--- config.mk ---
export PLATFORM = sky130hd
export DESIGN_NAME = controller_multicycle
export DESIGN_NICKNAME = d
export VERILOG_FILES = /design/src/rtl/controller_multicycle.sv
export SDC_FILE = /design/constraint.sdc
export NUM_CORES = 1
export LEC_CHECK = 0
export CAP_MARGIN = 20
export CORE_UTILIZATION = 41
export DETAILED_ROUTE_END_ITERATION = 7
export GPL_ROUTABILITY_DRIVEN = 1
export PLACE_DENSITY_LB_ADDON = 0.2
export SETUP_SLACK_MARGIN = 0.3
export SKIP_LAST_GASP = 1
export SLEW_MARGIN = 15
export SYNTH_ARGS = -nofsm -noshare
export SYNTH_HDL_FRONTEND = slang
export SYNTH_SLANG_ARGS = --single-unit
--- constraint.sdc ---
create_clock -name clock -period 2.4 [get_ports clock]
set_input_delay 0.48 -clock clock [delete_from_list [all_inputs] [get_ports clock]]
set_output_delay 0.48 -clock clock [all_outputs]
set_load 0.01 [all_outputs]
--- src/rtl/controller_multicycle.sv ---
// controller_multicycle: Moore-style multicycle control FSM for a small RISC-V datapath.
//
// Build option: define CONTROLLER_JALR_EN to add the JALR_ADR/JALR states (opcode 1100111).
//   Without it, jalr is an unknown opcode and the controller halts.
//
// Ports:
//   clock, reset        single clock, synchronous active-high reset
//   opcode/funct3/      instruction fields from the instruction register
//   funct7b5
//   zero                ALU zero flag (branch decision)
//   mem_ready           memory completes the requested access this cycle
//   PC_write, IR_write, reg_write, mem_write, mem_read, adr_src   datapath enables/selects
//   result_src, ALU_src_A, ALU_src_B, imm_src                     2-bit mux selects
//   ALU_control         3-bit ALU operation
//   halted              high while in HALT
module controller_multicycle (
    input  logic       clock,
    input  logic       reset,
    input  logic [6:0] opcode,
    input  logic [2:0] funct3,
    input  logic       funct7b5,
    input  logic       zero,
    input  logic       mem_ready,
    output logic       PC_write,
    output logic       IR_write,
    output logic       reg_write,
    output logic       mem_write,
    output logic       mem_read,
    output logic       adr_src,
    output logic [1:0] result_src,
    output logic [1:0] ALU_src_A,
    output logic [1:0] ALU_src_B,
    output logic [1:0] imm_src,
    output logic [2:0] ALU_control,
    output logic       halted
);

    typedef enum logic [3:0] {
        StFetch    = 4'd0,
        StDecode   = 4'd1,
        StMemAdr   = 4'd2,
        StMemRead  = 4'd3,
        StMemWb    = 4'd4,
        StMemWrite = 4'd5,
        StExecuteR = 4'd6,
        StAluWb    = 4'd7,
        StExecuteI = 4'd8,
        StJal      = 4'd9,
        StBeq      = 4'd10,
`ifdef CONTROLLER_JALR_EN
        StHalt     = 4'd11,
        StJalrAdr  = 4'd12,
        StJalr     = 4'd13
`else
        StHalt     = 4'd11
`endif
    } state_e;

    state_e     state_q;
    state_e     state_d;
    state_e     out_state;
    logic [1:0] alu_op;

    always_ff @(posedge clock) begin
        if (reset) begin
            state_q <= StFetch;
        end else begin
            state_q <= state_d;
        end
    end

    // While reset is held the outputs look like FETCH (with write enables
    // suppressed below), regardless of where the state register currently is.
    assign out_state = reset ? StFetch : state_q;

    always_comb begin
        state_d    = state_q;
        PC_write   = 1'b0;
        IR_write   = 1'b0;
        reg_write  = 1'b0;
        mem_write  = 1'b0;
        mem_read   = 1'b0;
        adr_src    = 1'b0;
        result_src = 2'b00;
        ALU_src_A  = 2'b00;
        ALU_src_B  = 2'b00;
        alu_op     = 2'b00;
        halted     = 1'b0;

        unique case (state_q)
            StFetch:    if (mem_ready) state_d = StDecode;
            StDecode: begin
                unique case (opcode)
                    7'b0000011, 7'b0100011: state_d = StMemAdr;
                    7'b0110011:             state_d = StExecuteR;
                    7'b0010011:             state_d = StExecuteI;
                    7'b1101111:             state_d = StJal;
                    7'b1100011:             state_d = StBeq;
`ifdef CONTROLLER_JALR_EN
                    7'b1100111:             state_d = StJalrAdr;
`endif
                    default:                state_d = StHalt;
                endcase
            end
            StMemAdr:   state_d = opcode[5] ? StMemWrite : StMemRead;
            StMemRead:  if (mem_ready) state_d = StMemWb;
            StMemWb:    state_d = StFetch;
            StMemWrite: if (mem_ready) state_d = StFetch;
            StExecuteR: state_d = StAluWb;
            StAluWb:    state_d = StFetch;
            StExecuteI: state_d = StAluWb;
            StJal:      state_d = StAluWb;
            StBeq:      state_d = StFetch;
            StHalt:     state_d = StHalt;
`ifdef CONTROLLER_JALR_EN
            StJalrAdr:  state_d = StJalr;
            StJalr:     state_d = StAluWb;
`endif
            default:    state_d = StHalt;
        endcase

        unique case (out_state)
            StFetch: begin
                mem_read   = 1'b1;
                ALU_src_B  = 2'b10;
                result_src = 2'b10;
                IR_write   = mem_ready;
                PC_write   = mem_ready;
            end
            StDecode: begin
                // Branch target (oldPC + imm) is parked in ALUOut here.
                ALU_src_A = 2'b01;
                ALU_src_B = 2'b01;
            end
            StMemAdr: begin
                ALU_src_A = 2'b10;
                ALU_src_B = 2'b01;
            end
            StMemRead: begin
                mem_read = 1'b1;
                adr_src  = 1'b1;
            end
            StMemWb: begin
                result_src = 2'b01;
                reg_write  = 1'b1;
            end
            StMemWrite: begin
                // Held for the whole wait so the memory sees a stable request.
                mem_write = 1'b1;
                adr_src   = 1'b1;
            end
            StExecuteR: begin
                ALU_src_A = 2'b10;
                alu_op    = 2'b10;
            end
            StAluWb: begin
                reg_write = 1'b1;
            end
            StExecuteI: begin
                ALU_src_A = 2'b10;
                ALU_src_B = 2'b01;
                alu_op    = 2'b10;
            end
            StJal: begin
                // PC <= branch target from ALUOut; ALU computes oldPC+4 for rd.
                ALU_src_A = 2'b01;
                ALU_src_B = 2'b10;
                PC_write  = 1'b1;
            end
            StBeq: begin
                ALU_src_A = 2'b10;
                alu_op    = 2'b01;
                PC_write  = zero;
            end
            StHalt: begin
                halted = 1'b1;
            end
`ifdef CONTROLLER_JALR_EN
            StJalrAdr: begin
                ALU_src_A = 2'b10;
                ALU_src_B = 2'b01;
            end
            StJalr: begin
                ALU_src_A = 2'b01;
                ALU_src_B = 2'b10;
                PC_write  = 1'b1;
            end
`endif
            default: begin
                halted = 1'b0;
            end
        endcase

        if (reset) begin
            PC_write  = 1'b0;
            IR_write  = 1'b0;
            reg_write = 1'b0;
            mem_write = 1'b0;
        end
    end

    always_comb begin
        unique case (opcode)
            7'b0100011: imm_src = 2'b01;
            7'b1100011: imm_src = 2'b10;
            7'b1101111: imm_src = 2'b11;
            default:    imm_src = 2'b00;
        endcase
    end

    always_comb begin
        ALU_control = 3'b000;
        unique case (alu_op)
            2'b01: ALU_control = 3'b001;
            2'b10: begin
                unique case (funct3)
                    // Only R-type (opcode[5]=1) can select subtract.
                    3'b000:  ALU_control = (opcode[5] & funct7b5) ? 3'b001 : 3'b000;
                    3'b010:  ALU_control = 3'b101;
                    3'b110:  ALU_control = 3'b011;
                    3'b111:  ALU_control = 3'b010;
                    default: ALU_control = 3'b000;
                endcase
            end
            default: ALU_control = 3'b000;
        endcase
    end

endmodule

Yosys cells after proc, flatten, opt, wreduce, memory -nomap -nowiden
Cells that the tools add are included.
- reductions and logical operators: 15
- equality and inequality tests: 35
- bitwise logic cells: 1
- mux-type cells: 26
- operators by type and width (kind ; number):
    $eq A4 B3 Y1 const B ; 8
    $eq A4 B4 Y1 const B ; 7
    $pmux W4 S7 ; 1
    $pmux W4 S5 ; 1
    $eq A4 B2 Y1 const B ; 4
    $mux W4 ; 4
    $pmux W2 S2 ; 4
    $eq A7 B6 Y1 const B ; 2
    $eq A7 B7 Y1 const B ; 2
    $reduce_or A2 Y1 ; 7
    $pmux W3 S4 ; 1
    $mux W1 ; 11
    $reduce_or A3 Y1 ; 3
    $eq A4 B1 Y1 const B ; 2
    $logic_not A4 Y1 ; 2
    $eq A7 B2 Y1 const B ; 1
    $eq A7 B5 Y1 const B ; 1
    $eq A3 B3 Y1 const B ; 2
    $ne A2 B2 Y1 const B ; 3
    $pmux W2 S3 ; 1
    $pmux W3 S2 ; 1
    $reduce_or A4 Y1 ; 1
    $eq A3 B2 Y1 const B ; 1
    $logic_not A3 Y1 ; 1
    other kinds (6) ; 6
- output and inout port bits: 18
- input bits: 15
- word-level logic and storage cells: 78
- register bits after elaboration: 4

Longest topological paths before layout
- word-level depth: 6
- gate-level depth with buffers: 9

Least setup slack after synthesis
No wires, ideal clock.
- path type: register to output
- from: register state_q[1]
- to: output port ALU_control[1]
- stages on the path, launching flop included: 8
- arrival: 1793 ps
- slack: 127 ps
- cells stage by stage: dfxtp_1 > buf_6 > buf_4 > or3b_2 > o21ai_0 > and2_1 > ha_1 > nor3_1
- cells in the longest elaborated chain, start to end: 6
- ends and longest elaborated chain (what ; RTL line ; source):
    from (decl) ; 59 ; state_e state_q;
    from (signal assigned) ; 66 ; state_q <= StFetch;
    from (signal assigned) ; 68 ; state_q <= state_d;
    $mux W4 * ; 74 ; assign out_state = reset ? StFetch : state_q;
    $eq A4 B4 Y1 or $eq A4 B3 Y1 (tied branches) ; 122 ; unique case (out_state)
    $reduce_or A2 Y1 (no line) ; n/a ;
    $pmux W2 S2 * ; 122 ;
    $eq A2 B2 Y1 or $eq A2 B1 Y1 (tied branches) ; 213 ; unique case (alu_op)
    $pmux W3 S2 * ; 213 ;
    to (decl) ; 34 ; output logic [2:0] ALU_control,
Mark *: on every way between the ends. The rest lies on a longest branch, timed or not.

Final worst setup path
- from: register state_q[1]
- to: output port ALU_control[0]
Same word-level chain as after synthesis.

==> summary.md <==
| Metric | Value |
|---|---|
| Status | complete, but fails checks |
| Failing checks | DRC |
| Final Hold Viols | 0 |
| Synth area leaders | dfxtp_1, nand2b_1, nor2_1 |
| Met2 Usage GRT | 0.5235 |
| Vias in the first global route | 970 |
| #FFs+latches synth | 4 |
| FP Rows | 15 |
| Crit Path Max Fanout | 6 |
| DP HPWL | 1766 µm |
| Maximum VDD drop | 0.4641 mV |
| Drt total wl | 2856 µm |
| CP Launch Type | flop |
| Post-synth top area share | 0.1074 |
| Max clock buf depth | 2 |
| Period utilization | 0.9422 |
| PD cells | 957.4 mW/mm² |
| Die width | 44.65 µm |
| Initial antenna violation count | 0 |
| Critical path type | reg -> out |
| DRT iter0 DRCs | 28 |
| Post-route ant nets | 0 |
| Post-Syn Area | 745.7 µm² |
| Largest Register | state_q |
| HP Class | in -> reg |
| Most common cell after layout, fill and taps aside | buf_4 |
| Fill count | 111 |
| Drc violations | 1 |
| Post-synth EDFFs | 0 |
| Met3 Track Usage GR | 0.05306 |
| Multi-input logic area | 689.4 µm² |
| Layout cell share with drive strength beyond 1 | 0.4337 |
| Main synth FF type | dfxtp_1 |
| Vias per cell | 5.702 |
| GRT Overall Usage | 0.2732 |
| Critical Path RT | 1.92 ns |
| Setup crit end kind | output port |
| Commonest non-fill, non-tap cells in the layout | buf_4, nor2_1, clkdlybuf4s50_1 |
| Synth Instances | 109 |
| Die height | 44.65 µm |
| Initial Util | 0.4366 |
| Max-cap violations | 0 |
| Biggest area consumer among synthesized cells | dfxtp_1 |
| Drt first pass iters | 8 |
| Design area | 0.001369 mm² |
| Syn_nets | 126 |
| Post-layout power | 1.310 mW |
| PortBufs | 32 |
| H-tree depth | 1 |
| CTS root buffer | clkbuf_4 |
| Ys async rst share | 0 |
| Layout Nets | 185 |
| Ports | 33 |
| Count of pins over their slew limit | 0 |
| Die ar. | 0.001993 mm² |
| Final setup vio count | 0 |
| WL per Instance | 14.95 µm |
| Worst-Skew Late Latency | 0.25 ns |
| Via count | 1,089 |
| Top Registers | state_q (4) |
| Clock skew | 0.004365 ns |
| Num CTS Buffers | 3 |
| Count of different cell masters after synthesis | 45 |
| Largest register FFs | 4 |
| Area grow syn2layout | 83.56% |
| Placer Congestion | 0.8715 |
| Synthesis Warnings | 0 |
| RSZ-0062 raised after global routing | yes |
| Largest net degree at the start of global routing | 13 |
| Slew @ Worst Pin | 0.7720 ns |
| Ant. Diodes | 0 |
| Grt ovf | 0 |
| Final min period | 2.261 ns |
| First-pass GRT wire length | 4091 µm |
| Crit path arrival time | 1.78 ns |
| Fmax | 442.2 MHz |
| GR peak layer | met2 |
| CTS tree | yes |
| Routing usage on met1 | 0.3180 |
| Slew Limit Headroom | 0.4840 |
| DP Area | 0.001226 mm² |
| Clock sink count | 4 |
| Hold slack final | 0.6887 ns |
| Mapped Avg Cell Area | 6.841 µm² |
| Register area | 85.08 µm² |
| Worst-path clk slew | 0.04 ns |
| CORE AREA | 0.001708 mm² |
| Seq/Total Area, Yosys | 0.1074 |
| Lkg Pwr | 0.6516 nW |
==> metrics by stage <==
stage,worst slack (ns),std cells,utilization,TNS [ns]
2_1_floorplan,0.3309,109,-,0
3_3_place_gp,-0.4827,179,0.7179,-2.730
3_5_place_dp,-0.5168,179,0.7179,-2.974
4_1_cts,0.1613,187,0.7744,0
5_1_grt,0.08638,191,0.8015,0
6_report,0.1387,191,0.8015,0
==> layer usage <==
| layer | wire [µm] | part of all wire |
|---|---|---|
| met5 | 0 | 0 |
| met3 | 173 | 0.061 |
| met4 | 44 | 0.015 |
| met1 | 1106 | 0.39 |
| met2 | 1531 | 0.54 |
==> final timing paths <==
kind,start,endpoint,slack [ns],cells after the start
worst min register to register,state_q[2]$_SDFFE_PP0P_,state_q[2]$_SDFFE_PP0P_,0.73,3
worst min-delay path,opcode[2],state_q[0]$_SDFFE_PP0P_,0.69,4
worst max register to register,state_q[1]$_SDFFE_PP0P_,state_q[1]$_SDFFE_PP0P_,0.45,6
worst max-delay path,state_q[1]$_SDFFE_PP0P_,ALU_control[0],0.14,8
==> logic make-up (layout without fill, tap and decap cells) <==
kind of cell               Yosys count  in the layout  synth area share
DFF                                  4              4            0.1074
adders and majority gates            2              2           0.03355
xor gates and xnor gates             2              2           0.02349
buffers and inverters               15             72           0.09229
and+or+nand+nor                     55             55            0.4447
AOI/OAI and AO/OA                   31             31            0.2987
==> what timing repair did <==
item | in CTS | in global routing
pin swaps | 7 | 9
buffers inserted | 5 | 4
hold buffers | 0 | 0
setup endpoints to repair | 18 | 13
resized for setup | 72 | 21
==> power by group <==
part           leakage (nW)  internal (mW)  switching (mW)
Sequential           0.0341          0.102          0.0427
Clock                0.0138         0.0566          0.0369
Combinational         0.604          0.557           0.515
==> critical path: stages, from the launching register on <==
cell	delay [ns]
dfxtp_4	0.36
or3b_4	0.41
o21ai_2	0.08
and2_4	0.18
inv_2	0.04
ha_4	0.14
a31oi_1	0.13
nor2_1	0.05
buf_2	0.13
==> cell usage after synthesis, types with 3 or more instances <==
master    count
o21ai_0       3
nand3b_1      3
clkbuf_1      5
dfxtp_1       4
and3b_1       3
nand2b_1      6
nand2_1       7
a21o_1        3
inv_1         7
nor3_1        7
nor2b_1       3
a211oi_1      3
and2_1        3
nor2_1       10
a21oi_1       7
==> layout make-up <==
| cell class | instances | share of cell area |
|---|---|---|
| multi-input cells | 90 | 0.5037 |
| repair buffers | 62 | 0.3757 |
| flip-flops and latches | 4 | 0.06216 |
| well taps | 25 | 0.02285 |
| inverters | 7 | 0.01920 |
| clock buffers | 3 | 0.01645 |
(Power assumes the default switching activity.)
